### config.mk
export PLATFORM = sky130hd
export DESIGN_NAME = mips_alu_iter
export DESIGN_NICKNAME = d
export VERILOG_FILES = /design/src/rtl/mips_alu_iter.sv
export SDC_FILE = /design/constraint.sdc
export NUM_CORES = 1
export LEC_CHECK = 0
export ABC_AREA = 1
export CORE_ASPECT_RATIO = 1.5
export CORE_MARGIN = 2
export CORE_UTILIZATION = 30
export CTS_BUF_LIST = sky130_fd_sc_hd__clkbuf_4 sky130_fd_sc_hd__clkbuf_8
export CTS_CLUSTER_DIAMETER = 120
export CTS_CLUSTER_SIZE = 30
export DETAILED_ROUTE_END_ITERATION = 12
export GPL_TIMING_DRIVEN = 0
export PLACE_DENSITY_LB_ADDON = 0.3
export SLEW_MARGIN = 10
export SYNTH_ARGS = -nofsm -noshare
export SYNTH_HDL_FRONTEND = slang
export SYNTH_SLANG_ARGS = --single-unit
### constraint.sdc
create_clock -name clk -period 3.39 [get_ports clk]
set_clock_uncertainty 0.2 [all_clocks]
set_input_delay 0.678 -clock clk [delete_from_list [all_inputs] [get_ports clk]]
set_output_delay 0.678 -clock clk [all_outputs]
set_load 0.01 [all_outputs]
### src/rtl/mips_alu_iter.sv
// Multi-cycle MIPS ALU: single-cycle logic/arithmetic, bit-serial shifts,
// start/busy/done handshake with registered outputs held until the next done.
module mips_alu_iter #(
  parameter int WIDTH   = 32,
  parameter int SHAMT_W = 5
) (
  input  logic               clk,
  input  logic               rst,
  input  logic               start,
  input  logic [3:0]         alu_ctrl,
  input  logic [WIDTH-1:0]   a,
  input  logic [WIDTH-1:0]   b,
  input  logic [SHAMT_W-1:0] shamt,
  output logic               busy,
  output logic               done,
  output logic [WIDTH-1:0]   result,
  output logic               zero,
  output logic               overflow,
  output logic               illegal
);

  typedef enum logic [3:0] {
    OP_AND  = 4'b0000, OP_OR   = 4'b0001, OP_ADD  = 4'b0010, OP_SLLV = 4'b0011,
    OP_SRLV = 4'b0100, OP_SRAV = 4'b0101, OP_SUB  = 4'b0110, OP_SLT  = 4'b0111,
    OP_BNE  = 4'b1000, OP_SLL  = 4'b1001, OP_SRL  = 4'b1010, OP_XOR  = 4'b1011,
    OP_NOR  = 4'b1100, OP_SRA  = 4'b1101, OP_ILL  = 4'b1110, OP_SLTU = 4'b1111
  } alu_op_e;

  typedef enum logic [1:0] {S_IDLE, S_EXEC, S_SHIFT} state_e;

  state_e               state_q, state_d;
  alu_op_e              op_q, op_d, op_in;
  logic [WIDTH-1:0]     a_q, a_d, b_q, b_d;
  logic [WIDTH-1:0]     sreg_q, sreg_d, sreg_step;
  logic [SHAMT_W-1:0]   count_q, count_d, amount_in;
  logic                 busy_d, done_d, zero_d, ovf_d, ill_d;
  logic [WIDTH-1:0]     result_d;
  logic [WIDTH-1:0]     sum, diff, exec_res;
  logic                 exec_ovf, in_is_shift;

  assign op_in = alu_op_e'(alu_ctrl);
  assign sum   = a_q + b_q;
  assign diff  = a_q - b_q;

  // Variable shifts take their amount from the low bits of rs instead of the shamt field.
  always_comb begin
    in_is_shift = 1'b0;
    amount_in   = shamt;
    case (op_in)
      OP_SLL, OP_SRL, OP_SRA:    in_is_shift = 1'b1;
      OP_SLLV, OP_SRLV, OP_SRAV: begin
        in_is_shift = 1'b1;
        amount_in   = a[SHAMT_W-1:0];
      end
      default: ;
    endcase
  end

  always_comb begin
    exec_res = '0;
    exec_ovf = 1'b0;
    case (op_q)
      OP_AND:  exec_res = a_q & b_q;
      OP_OR:   exec_res = a_q | b_q;
      OP_XOR:  exec_res = a_q ^ b_q;
      OP_NOR:  exec_res = ~(a_q | b_q);
      OP_ADD: begin
        exec_res = sum;
        exec_ovf = (a_q[WIDTH-1] == b_q[WIDTH-1]) && (sum[WIDTH-1] != a_q[WIDTH-1]);
      end
      OP_SUB: begin
        exec_res = diff;
        exec_ovf = (a_q[WIDTH-1] != b_q[WIDTH-1]) && (diff[WIDTH-1] != a_q[WIDTH-1]);
      end
      OP_BNE:  exec_res = diff;
      // Compare full operands, not the sign of the difference, so SLT cannot overflow.
      OP_SLT:  exec_res = {{(WIDTH-1){1'b0}}, ($signed(a_q) < $signed(b_q))};
      OP_SLTU: exec_res = {{(WIDTH-1){1'b0}}, (a_q < b_q)};
      default: exec_res = '0;
    endcase
  end

  always_comb begin
    case (op_q)
      OP_SLL, OP_SLLV: sreg_step = {sreg_q[WIDTH-2:0], 1'b0};
      OP_SRA, OP_SRAV: sreg_step = {sreg_q[WIDTH-1], sreg_q[WIDTH-1:1]};
      default:         sreg_step = {1'b0, sreg_q[WIDTH-1:1]};
    endcase
  end

  // NOTE: every signal driven here gets a default first so no path leaves it unassigned (no latches).
  always_comb begin
    state_d  = state_q;
    op_d     = op_q;
    a_d      = a_q;
    b_d      = b_q;
    sreg_d   = sreg_q;
    count_d  = count_q;
    busy_d   = busy;
    done_d   = 1'b0;
    result_d = result;
    zero_d   = zero;
    ovf_d    = overflow;
    ill_d    = illegal;
    case (state_q)
      S_IDLE: begin
        busy_d = 1'b0;
        if (start && !busy) begin
          op_d    = op_in;
          a_d     = a;
          b_d     = b;
          sreg_d  = b;
          count_d = amount_in;
          busy_d  = 1'b1;
          state_d = in_is_shift ? S_SHIFT : S_EXEC;
        end
      end
      S_EXEC: begin
        state_d  = S_IDLE;
        done_d   = 1'b1;
        result_d = exec_res;
        zero_d   = (op_q == OP_BNE) ? (a_q != b_q) : (exec_res == '0);
        ovf_d    = exec_ovf;
        ill_d    = (op_q == OP_ILL);
      end
      S_SHIFT: begin
        if (count_q != '0) begin
          sreg_d  = sreg_step;
          count_d = count_q - SHAMT_W'(1);
        end else begin
          state_d  = S_IDLE;
          done_d   = 1'b1;
          result_d = sreg_q;
          zero_d   = (sreg_q == '0);
          ovf_d    = 1'b0;
          ill_d    = 1'b0;
        end
      end
      default: state_d = S_IDLE;
    endcase
  end

  // NOTE: sequential state uses non-blocking assignments so all registers update from pre-edge values.
  always_ff @(posedge clk) begin
    if (rst) begin
      state_q  <= S_IDLE;
      op_q     <= OP_AND;
      a_q      <= '0;
      b_q      <= '0;
      sreg_q   <= '0;
      count_q  <= '0;
      busy     <= 1'b0;
      done     <= 1'b0;
      result   <= '0;
      zero     <= 1'b0;
      overflow <= 1'b0;
      illegal  <= 1'b0;
    end else begin
      state_q  <= state_d;
      op_q     <= op_d;
      a_q      <= a_d;
      b_q      <= b_d;
      sreg_q   <= sreg_d;
      count_q  <= count_d;
      busy     <= busy_d;
      done     <= done_d;
      result   <= result_d;
      zero     <= zero_d;
      overflow <= ovf_d;
      illegal  <= ill_d;
    end
  end

endmodule
==> flow_summary.yaml, run 1 <==
run_status:
  outcome: "finished clean"
global_routing:
  use_met2_pct: 50.33
  grt_max_degree: 17
  gr-total-overflow: 0
  met1_usage_pct: 29.04
  grt_util_met3_pct: 2.061
  grt_pass1_wl_um: 90270
  grt_use_total_pct: 26.88
  grt-busiest-layer: "met2"
  antenna_found_initial: 1
  grt_pass1_vias: 14950
routing:
  drt_iter0_drc: 1065
  drt-total-wl_um: 61290
  antenna_left: 0
  dr_total_vias: 14990
  avgRoutedWirePerCell_um: 21.41
  dr.pass1.iters: 7
  viasPerCell: 5.237
  drc: 0
clocking:
  cts.clk_slew.worst_paths_ps: 120
  cts_hold_buf: 0
  cts-root-buf: "clkbuf_8"
  clock_sinks: 144
  numCtsBuffers: 17
  clk_path_buf_depth: 2
  cts_tree: "yes"
  clk_latency_ps: 510
  htree_levels: 4
worst_setup_path:
  r2r_start: "a_q[3]$_SDFFE_PP0P_"
  reg2reg_depth: 21
  path_cells: "inv_1 -> ha_1 -> buf_2 -> nand2_2 -> inv_1 -> nand2_1 -> nand2_1 -> nand2_1 -> nand3_1 -> nand2_1 -> nor2_1 -> nand2_1 -> nor2_1 -> nand2_1 -> nor2_1 -> nand2_1 -> nor2_2 -> nand3_1 -> nand2_1 -> nand2_1 -> a21oi_2"
  arrival_ps: 3600
  end_kind: "register"
  cp_top_family: "simple AND/OR/NAND/NOR gates"
  worst-path-buf-inv: 3
  worstSetupPathType: "reg2reg"
  critical_path.max_fanout: 10
  r2r_setup_slack_ps: 30
  slowest_stage: "dfxtp_1"
  worstPathRequired_ps: 3630
  r2r_end: "zero$_SDFFE_PP0P_"
  crit_path_start: "a_q[3]$_SDFFE_PP0P_"
  cp-start-kind: "register"
  crit_top_cell: "nand2_1"
  max_stage_delay_ps: 380
synth:
  synthTopCellsByArea: "dfxtp_1, nand2_1, ha_1"
  syn-num-nets: 2329
  ys.flop_type: "dfxtp_1"
  syn_inst: 2147
  yosys.area.top_type: "dfxtp_1"
  netlist_area_um2: 12910
  synth.distinct_cells: 45
  async_reset_ff_share_pct: 0
  avgSynthCellArea_um2: 6.015
  synth_top_area_share_pct: 22.32
  synth_edf_count: 0
  yosysSeqAreaShare_pct: 22.32
  yosys_warnings: 0
  synth_seq_cells: 144
cells_and_area:
  area.growth.synth_to_final_pct: 18.32
  layout_commonest_cell: "nand2_1"
  layout.cells.most_common_list: "nand2_1, inv_1, a21oi_1, o21ai_0, nor2_1"
  design_area_um2: 15280
  fin_nets: 2460
  nFillCells: 4815
  stdcell_count: 2862
  final_util_pct: 35.78
  drive_gt1_share_pct: 7.639
place:
  io_buffers: 111
  gp_congestion: 0.9819
  placed_cell_area_um2: 14740
  hpwl_um: 51370
  place_ws_ps: -81.33
  place_inst: 2828
hold_path:
  min_path_cells: 2
  min-delay-start: "result[28]$_SDFFE_PP0P_"
  hold_path_class: "reg2reg"
  min_to: "result[28]$_SDFFE_PP0P_"
sta:
  period_share_pct: 99.19
  setup_violations: 0
  period_needed_ps: 3363
  rsz0062_at_grt: "yes"
  hold_viol: 0
  setup_slack_ps: 27.45
  tightestPinTransition_ps: 1084
  slew_violations: 0
  fmaxAchievable_mhz: 297.4
  max-slew-margin-rel_pct: 27.18
  fin_setup_tns_ps: 0
power_and_ir_drop:
  power.leakage_nw: 7.082
  cell_internal_pwr_w: 0.003902
  vdd_drop_max_mv: 0.3329
  power.density_nw_per_um2: 526.4
  seq_power_share_pct: 26.7
  combPwrFrac_pct: 54.9
  p_clk_share_pct: 18.3
  swShare_pct: 51.49
  netSwitchingPower_w: 0.004141
floorplan:
  die_area_um2: 44750
  rows: 93
  die_h_um: 258.1
  start_util_pct: 30.24
  core_um2: 42700
  io_pins: 113
  die_x_um: 173.4
job:
  drv_cap: 0
[what timing repair did]
action / 4_1_cts / 5_1_grt
setup buffers: 1 / 0
setup endpoints to repair: 1 / 12
pin swaps: 1 / 0
resized for setup: 8 / 34
[cell families after synthesis]
kind of cell,count (synthesis),share of synthesized area [%]
simple gates,916,30.03
flops,144,22.32
xor+xnor,5,0.3392
fa+ha+maj,106,10.39
compound gates,532,23.02
buf+inv,444,13.90
[worst max path at each step]
stage	endpoint	slack, ps	cells after the start
finish	zero$_SDFFE_PP0P_	30	21
floorplan	zero$_SDFFE_PP0P_	880	23
detailed placement	zero$_SDFFE_PP0P_	-80	20
CTS	zero$_SDFFE_PP0P_	2	20
global route	zero$_SDFFE_PP0P_	-110	22
global placement	zero$_SDFFE_PP0P_	-100	20
[layer usage]
metal | vias up | wire length [um]
li1 | 7290 | -
met1 | 6990 | 23070
met2 | 551 | 31550
met3 | 156 | 2573
met4 | 0 | 4086
met5 | - | 0
[metrics by stage]
stage | hold slack (ps) | total power, W
3_5_place_dp | 260.9 | 0.006425
6_report | 276.0 | 0.008043
3_3_place_gp | 257.4 | 0.006403
5_1_grt | 288.0 | 0.008544
2_1_floorplan | 260.3 | 0.004843
4_1_cts | 280.3 | 0.007917
[power by group through the flow]
stage / logic [W] / clock network (W) / registers [W]
floorplan: 0.00270 / 0 / 0.00215
global placement: 0.00423 / 0 / 0.00218
detailed placement: 0.00424 / 0 / 0.00218
CTS: 0.00428 / 0.00149 / 0.00214
global route: 0.00481 / 0.00155 / 0.00218
finish: 0.00442 / 0.00148 / 0.00215
[sequential cells by signal (all words and copies together) (netlist names)]
register,flops
state_q,2
op_q,4
busy,1
overflow,1
result,32
sreg_q,32
count_q,5
zero,1
illegal,1
b_q,32
a_q,32
done,1
[synthesized netlist by cell type, drive strengths merged, types with 2 or more instances]
cell type and n:
o22ai 24, buf 50, clkinv 2, a21oi 239
xnor2 2, o211ai 10, ha 104, nor4 5
o21ai 188, o21bai 8, nor2 178, fa 2
inv 333, clkbuf 59, nand4 23, xor2 3
and2 3, a221oi 47, nor3 19, a211oi 7
nand3 154, a31oi 4, dfxtp 144, nand2 530
[layout make-up]
| type | instances | area, um2 | share of cell area, % |
|---|---|---|---|
| Multi-Input combinational cell | 1559 | 8369 | 54.77 |
| Sequential cell | 144 | 2887 | 18.89 |
| Inverter | 335 | 1257 | 8.230 |
| Timing Repair Buffer | 112 | 1119 | 7.321 |
| Tap cell | 570 | 713.2 | 4.668 |
| Buffer | 109 | 538.0 | 3.521 |
| Clock buffer | 18 | 247.7 | 1.621 |
| Clock inverter | 14 | 146.4 | 0.9581 |
| Antenna cell | 1 | 2.502 | 0.01638 |
[worst reg2reg max path, cell delays in order (launching register included)]
cell and delay (ps):
dfxtp_1 380, inv_1 70, ha_1 320, buf_2 250, nand2_2 140, inv_1 100, nand2_1 70, nand2_1 200
nand2_1 80, nand3_1 90, nand2_1 60, nor2_1 270, nand2_1 100, nor2_1 100, nand2_1 130, nor2_1 120
nand2_1 100, nor2_2 120, nand3_1 80, nand2_1 80, nand2_1 110, a21oi_2 130
Note: power is estimated with default switching activity, not from simulation.
==> inputs of run 2 (changes only) <==
--- a/config.mk
+++ b/config.mk
@@ -10,10 +10,10 @@
 export CORE_MARGIN = 2
 export CORE_UTILIZATION = 30
 export CTS_BUF_LIST = sky130_fd_sc_hd__clkbuf_4 sky130_fd_sc_hd__clkbuf_8
-export CTS_CLUSTER_DIAMETER = 120
 export CTS_CLUSTER_SIZE = 30
 export DETAILED_ROUTE_END_ITERATION = 12
 export GPL_TIMING_DRIVEN = 0
+export MAX_ROUTING_LAYER = met4
 export PLACE_DENSITY_LB_ADDON = 0.3
 export SLEW_MARGIN = 10
 export SYNTH_ARGS = -nofsm -noshare
==> flow_summary.yaml, run 2 (synthesized netlist as in run 1, its figures left out) <==
worst_setup_path:
  r2r_setup_slack_ps: 20
  worstSetupPathType: "reg2reg"
  worstPathRequired_ps: 3630
  reg2reg_depth: 20
  end_kind: "register"
  cp-start-kind: "register"
  arrival_ps: 3610
  critical_path.max_fanout: 9
global_routing:
  met1_usage_pct: 29.78
  antenna_found_initial: 1
  gr-total-overflow: 0
  grt-busiest-layer: "met2"
  grt_pass1_vias: 14690
  grt_pass1_wl_um: 90830
  grt_util_met3_pct: 2.105
  grt_use_total_pct: 28.06
  grt_max_degree: 17
  use_met2_pct: 51.34
routing:
  viasPerCell: 5.228
  drt_iter0_drc: 1045
  drt-total-wl_um: 62150
  avgRoutedWirePerCell_um: 21.73
  dr.pass1.iters: 7
  antenna_left: 0
  dr_total_vias: 14950
  drc: 0
clocking:
  cts-root-buf: "clkbuf_8"
  clk_latency_ps: 510
  htree_levels: 4
  cts_hold_buf: 0
  cts_tree: "yes"
  cts.clk_slew.worst_paths_ps: 110
  clk_path_buf_depth: 2
  clock_sinks: 144
  numCtsBuffers: 17
cells_and_area:
  fin_nets: 2459
  layout_commonest_cell: "nand2_1"
  drive_gt1_share_pct: 7.296
  nFillCells: 4824
  final_util_pct: 35.59
  area.growth.synth_to_final_pct: 17.70
  layout.cells.most_common_list: "nand2_1, inv_1, a21oi_1, o21ai_0, nor2_1"
sta:
  rsz0062_at_grt: "yes"
  period_share_pct: 99.28
  hold_viol: 0
  fmaxAchievable_mhz: 297.1
  period_needed_ps: 3366
  fin_setup_tns_ps: 0
  tightestPinTransition_ps: 1126
  hold-worst-slack_ps: 270.9
  setup_violations: 0
  max-slew-margin-rel_pct: 24.32
  slew_violations: 0
hold_path:
  min_path_cells: 2
  hold_path_class: "reg2reg"
place:
  hpwl_um: 52150
  gp_congestion: 1.003
  io_buffers: 111
run_status:
  outcome: "finished clean"
floorplan:
  die_area_um2: 44750
  start_util_pct: 30.24
  die_h_um: 258.1
  die_x_um: 173.4
  io_pins: 113
  rows: 93
  core_um2: 42700
job:
  drv_cap: 0
power_and_ir_drop:
  power.density_nw_per_um2: 519.3
  vdd_drop_max_mv: 0.2709
  power.leakage_nw: 7.063
==> run 2: cell count changes in the layout (fill, tap and decap cells not counted), sizes merged <==
cell / before / now
buf: 51 / 48
bufinv: 1 / 0
clkbuf: 77 / 78
clkinv: 4 / 13
clkinvlp: 3 / 1
inv: 341 / 335
==> run 2: path summary, 6_finish.rpt <==
| path | from | endpoint |
|---|---|---|
| worst max register to register | a_q[8]$_SDFFE_PP0P_ | zero$_SDFFE_PP0P_ |
| worst min register to register | result[22]$_SDFFE_PP0P_ | result[22]$_SDFFE_PP0P_ |
| worst min-delay path | result[22]$_SDFFE_PP0P_ | result[22]$_SDFFE_PP0P_ |
| worst max-delay path | a_q[8]$_SDFFE_PP0P_ | zero$_SDFFE_PP0P_ |
==> run 2: cell type report <==
| class | instances | area, um2 | area share (%) |
|---|---|---|---|
| Sequential cell | 144 | 2887 | 18.99 |
| Inverter | 335 | 1257 | 8.273 |
| Buffer | 109 | 543.0 | 3.573 |
| Tap cell | 570 | 713.2 | 4.692 |
| Timing Repair Buffer | 111 | 1111 | 7.310 |
| Multi-Input combinational cell | 1559 | 8358 | 54.99 |
| Clock buffer | 17 | 234.0 | 1.539 |
| Clock inverter | 14 | 93.84 | 0.6174 |
| Antenna cell | 1 | 2.502 | 0.01646 |
==> run 2: timing repair <==
item | 4_1_cts | 5_1_grt
setup endpoints to repair | 1 | 16
buffers inserted | 0 | 0
gates resized for setup | 13 | 25
pin swaps | 0 | 3
==> run 2: stage by stage <==
step	cells	total power, W	setup slack (ps)	cell area [um2]
after floorplan	2147	0.004843	877.6	12910
after global placement	2828	0.006443	-158.2	14740
after detailed placement	2828	0.006465	-155.4	14740
after CTS	2859	0.007790	20.63	15110
after global routing	2860	0.008385	-114.9	15200
final	2860	0.007893	24.49	15200
==> run 2: per-layer routing <==
layer / wire (um) / share of wire (%)
met1: 24170 / 39
met2: 31940 / 51
met3: 2239 / 3.6
met4: 3798 / 6.1
met5: 0 / 0
==> run 2: power breakdown <==
| group | switching (W) | total, W | internal (W) |
|---|---|---|---|
| registers | 0.000205 | 0.00215 | 0.00195 |
| clock network | 0.000821 | 0.00132 | 0.000499 |
| logic | 0.00310 | 0.00442 | 0.00132 |
| total | 0.00412 | 0.00789 | 0.00377 |
==> run 2: critical path, cell delays in order, from the launching register on <==
cell,delay (ps)
dfxtp_1,380
inv_1,80
ha_1,280
buf_2,190
nor2_1,200
nand2_1,190
nor2_1,140
nand2_1,130
nand3_2,190
nand2_1,70
nand3_1,90
nand3_2,150
nor2_1,130
nand2_1,140
nor2_1,120
nand2_1,70
nor2_2,150
nand3_1,90
nand2_1,60
nand2_1,110
a21oi_2,130
